--- src/rtl/semaforo.sv ---
`default_nettype none
// ============================================================================
//  Module   : semaforo
//  Purpose  : Two-road traffic-light controller. A Moore FSM runs
//             green -> yellow -> all-red clearance on each road in turn.
//             A green phase yields only when the other road has demand, the
//             minimum green time has elapsed, and either its own road is
//             empty or the maximum green time has been reached.
//  Ports    : clk   - single clock, rising-edge
//             rst_n - synchronous active-low reset (forces A green, cnt 0)
//             A, B  - vehicle-demand sensors, sampled every cycle
//             Sa,Ya - green / yellow lamps road A (red = both low)
//             Sb,Yb - green / yellow lamps road B (red = both low)
//  Revision : 1.0 - initial release
// ============================================================================
module semaforo #(
  parameter int GREEN_MIN    = 4,
  parameter int GREEN_MAX    = 12,
  parameter int YELLOW_TIME  = 2,
  parameter int ALL_RED_TIME = 1
) (
  input  logic clk,
  input  logic rst_n,
  input  logic A,
  input  logic B,
  output logic Sa,
  output logic Sb,
  output logic Ya,
  output logic Yb
);

  typedef enum logic [2:0] {
    A_GREEN  = 3'd0,
    A_YELLOW = 3'd1,
    RED_AB   = 3'd2,
    B_GREEN  = 3'd3,
    B_YELLOW = 3'd4,
    RED_BA   = 3'd5
  } state_t;

  // Terminal counts: cnt starts at 0 on entry, so a phase of N cycles ends
  // when cnt reaches N-1.
  localparam logic [7:0] C_GMIN_LAST   = 8'(GREEN_MIN - 1);
  localparam logic [7:0] C_GMAX_LAST   = 8'(GREEN_MAX - 1);
  localparam logic [7:0] C_YELLOW_LAST = 8'(YELLOW_TIME - 1);
  localparam logic [7:0] C_RED_LAST    = 8'(ALL_RED_TIME - 1);
  localparam logic [7:0] C_CNT_SAT     = 8'd255;

  state_t     r_state;
  logic [7:0] r_cnt;

  state_t     w_next;
  logic       w_a_yield;
  logic       w_b_yield;

  // Green yields only to live demand on the other road; the max-green cap
  // matters only while the own road still has traffic.
  assign w_a_yield = (r_cnt >= C_GMIN_LAST) && B && (!A || (r_cnt >= C_GMAX_LAST));
  assign w_b_yield = (r_cnt >= C_GMIN_LAST) && A && (!B || (r_cnt >= C_GMAX_LAST));

  always_comb begin
    w_next = r_state;
    case (r_state)
      A_GREEN:  if (w_a_yield)              w_next = A_YELLOW;
      A_YELLOW: if (r_cnt == C_YELLOW_LAST) w_next = RED_AB;
      RED_AB:   if (r_cnt == C_RED_LAST)    w_next = B_GREEN;
      B_GREEN:  if (w_b_yield)              w_next = B_YELLOW;
      B_YELLOW: if (r_cnt == C_YELLOW_LAST) w_next = RED_BA;
      RED_BA:   if (r_cnt == C_RED_LAST)    w_next = A_GREEN;
      default:                              w_next = A_GREEN;
    endcase
  end

  // Lamps are registered from the next state so they change on the same
  // edge as the state register and never glitch.
  always_ff @(posedge clk) begin
    if (!rst_n) begin
      r_state <= A_GREEN;
      r_cnt   <= 8'd0;
      Sa      <= 1'b1;
      Ya      <= 1'b0;
      Sb      <= 1'b0;
      Yb      <= 1'b0;
    end else begin
      r_state <= w_next;
      // An illegal encoding always maps to A_GREEN, which differs from the
      // current value, so the counter is cleared on that recovery too.
      if (w_next != r_state) begin
        r_cnt <= 8'd0;
      end else if (r_cnt != C_CNT_SAT) begin
        r_cnt <= r_cnt + 8'd1;
      end
      Sa <= (w_next == A_GREEN);
      Ya <= (w_next == A_YELLOW);
      Sb <= (w_next == B_GREEN);
      Yb <= (w_next == B_YELLOW);
    end
  end

endmodule
`default_nettype wire

--- config.mk ---
export PLATFORM = sky130hd
export DESIGN_NAME = semaforo
export DESIGN_NICKNAME = d
export VERILOG_FILES = /design/src/rtl/semaforo.sv
export SDC_FILE = /design/constraint.sdc
export NUM_CORES = 1
export LEC_CHECK = 0
export CORE_UTILIZATION = 50
export DETAILED_ROUTE_END_ITERATION = 8
export PLACE_DENSITY = 0.73
export SETUP_SLACK_MARGIN = 0.5
export SYNTH_ARGS = -nofsm -noshare
export SYNTH_HDL_FRONTEND = slang
export SYNTH_SLANG_ARGS = --single-unit
--- constraint.sdc ---
create_clock -name clk -period 1.8 [get_ports clk]
set_clock_uncertainty 0.15 [all_clocks]
set_input_delay 0.27 -clock clk [delete_from_list [all_inputs] [get_ports clk]]
set_output_delay 0.27 -clock clk [all_outputs]
set_load 0.01 [all_outputs]
==> results.md <==
- PD cells: 860 mW/mm^2
- Wire length per cell after detailed routing: between 15 and 20 um
- Worst Path Required: approximately 1.9 ns
- R2R depth: 8
- Worst R2R Start: r_cnt[0]
- Clock buffer depth: 2
- Multi-input logic area: 686 sq um
- Busiest grt layer: met2
- TritonCTS clock tree: done
- Finished Layout Cells: 171
- Highest net fanout along the worst path: 4
- CP Capture Type: flop
- Max Cap Violations: 0
- Placed insts: approximately 160
- Met2 Track Usage GR: between 50% and 60%
- RSZ-0062 raised after global routing: yes
- Minimum clock period: approximately 2 ns
- Synthesized net count: 112
- DR pass1 iterations: 4
- Synth top area share: around 33%
- Endpoints failing hold: 0
- Vias: around 1k
- Pleak: around 0.00056 uW
- Mapped Area: about 920 sq um
- Layout Nets: ~150
- Fmax: slightly above 500 MHz
- Initial Util: between 50% and 60%
- Die Wd: about 45 um
- Count leader, synth: dfxtp_1
- Core Util, Final: about four fifths
- Clock root buffer: clkbuf_4
- VDD IR max: 0.757 mV
- Yosys reg bits: 15
- Hold endpoint: r_cnt[5]
- Drt drc: 0
- R2R Path End: r_cnt[2]
- Slew at the pin with the worst max-slew slack: around 0.43 ns
- Post-route antenna net violation count: 0
- Clk_lat worst skew: between 0.2 and 0.3 ns
- Yosys top cell by area: dfxtp_1
- Synthesis Warnings: 0
- WHS: ~0.5 ns
- Post-synth EDFFs: 0
- Placed inst area: 0.00124 sq mm
- Cts bufs inserted: 3
- Sink Count: 15
- Worst EP arrival: 2.04 ns
- Hold buffers post-CTS: 0
- Clock-pin slew on the worst setup and hold paths: approximately 0.090 ns
- Failing checks: negative setup slack
- WHS Path Cells: 3
- Largest net degree at the start of global routing: 10
- # diodes: 0
- Met1 Usage GRT: 39.6%
- Register area share after synthesis: 32.5%
- Seq. cell area: between 300 and 400 sq um
- Kind of critical path: reg2reg
- Crit path setup slack, layout: -0.176 ns
- Worst R2R Setup Slack: -0.18 ns
- Area Growth Syn to Fin: 50.1%
- Final instance area: between 0.001 and 0.0015 sq mm
- Worst min path class: reg2reg
- GP Congestion: 0.918
- # IOs: 8
- Die Height: 45.0 um
- Number of fillers in the final layout: about 130
- Status: finished, violations left
- FFs w/ async S/R, synth: 0%
- Crit share post-route: 110%
- Initial antenna violation count: 0
- Top post-synthesis cells by area: dfxtp_1 (33%), nor2_1 (5.3%), ha_1 (4.1%)
- Post-Place Setup Slack: -0.264 ns
- Share of layout cells above drive strength 1: a little under half
- DR vias/cell: a little under 6
- Vias in the first global route: 960
- Unique masters post-synth: 42
- Slew HR: between 70% and 80%
- Syn Area/Cell: 8.79 sq um
- Row cnt: 15
- Cells after synthesis: about 110
- GRT Total Usage: a little under a third
- Total routed wirelength: approximately 2900 um
- Core region area: about 0.0017 sq mm
- Worst hold start: r_cnt[5]
- Final setup vio count: 14
- Post-synth top cells: dfxtp_1 (15), nor2_1 (13), nand2_1 (7)
- Met3 Track Usage GR: 4.40%
- Initial DRC count: 55
- DPL Wire Length: about 1800 um
- GR Overflow Total: 0
- Startpoint Class: flop
- Main flop type after synthesis: dfxtp_1
- Htree depth: 1
- Final Max Tran Viols: 0
- First-pass GRT wire length: 4380 um
- Die area: about 0.002 sq mm
- Port Buffers: 7
-- how the worst max path moves through the flow --
stage	start	to	slack, ns	cells past startpoint
final	r_cnt[0]	r_cnt[2]	-0.18	8
after global routing	r_cnt[7]	r_cnt[2]	-0.22	7
after CTS	r_cnt[7]	Yb	-0.15	4
after detailed placement	B	Sa	-0.26	6
after global placement	B	Yb	-0.22	6
after floorplan	r_cnt[4]	Yb	-0.11	4
-- placed cells by master, fill, tap and decap left out, types with 2 or more instances in the layout --
cell / count
a31oi_1: 3
a41oi_1: 2
and2_1: 2
and3_1: 2
buf_4: 32
buf_6: 2
clkbuf_4: 3
clkdlybuf4s15_1: 2
clkdlybuf4s50_1: 3
dfxtp_1: 8
dfxtp_2: 7
inv_2: 2
mux2i_1: 3
nand2_1: 7
nand2b_1: 3
nand3_1: 3
nand3b_1: 2
nor2_1: 12
nor2b_1: 3
nor3_1: 2
nor3_2: 2
o2111ai_2: 2
o21a_1: 2
or2_2: 2
or4_4: 2
xnor2_1: 2
-- sequential cells by signal (all words and copies together) (netlist names) --
signal	cells
Ya	1
Sb	1
Sa	1
Yb	1
r_state	3
r_cnt	8
-- per-layer routing --
metal	up-vias	share of wire, %
met3	12	6.0
met2	41	49
met5	-	0
met4	0	2.9
met1	485	42
li1	474	-
-- cells by family (layout without fill, tap and decap cells) --
kind of cell    Yosys count  in the layout  share of synthesized area [%]
flops                    15             15                           32.5
fa+ha+maj                 3              3                           4.07
buf+inv                   7             48                           2.98
simple gates             51             51                           34.3
xor+xnor                  3              3                           2.85
compound gates           23             23                           20.1
mux                       3              3                           3.25
-- area by class of cell --
cell class | instances | share of cell area [%]
Multi-Input combinational cell | 83 | 49.5
Timing Repair Buffer | 41 | 23.3
Sequential cell | 15 | 22.3
Tap cell | 25 | 2.26
Clock buffer | 4 | 1.90
Inverter | 3 | 0.812
-- critical path, cell delays in order, from the launching register on --
cell and delay (ns):
dfxtp_2 0.38, inv_2 0.06, ha_4 0.17, or4bb_1 0.18, mux2i_1 0.10, a221oi_2 0.39
nand4b_4 0.15, buf_6 0.15, nor3_2 0.17
-- timing repair --
item | CTS | global route
pin swaps | 14 | 7
setup buffers | 3 | 1
gates resized for setup | 25 | 12
setup endpoints to repair | 19 | 19
-- power breakdown --
part / leakage, uW / internal [uW] / switching [uW]
Combinational: 0.000419 / 291 / 262
Sequential: 0.000124 / 380 / 59.0
Clock: 0.0000150 / 86.1 / 114
-- metrics by stage --
stage | setup TNS (ns) | total power [uW]
after floorplan | -0.691 | 645
after global placement | -2.04 | 851
after detailed placement | -2.68 | 874
after CTS | -1.56 | 1140
after global routing | -2.37 | 1250
final | -1.62 | 1190
Note: power is estimated with default switching activity, not from simulation.
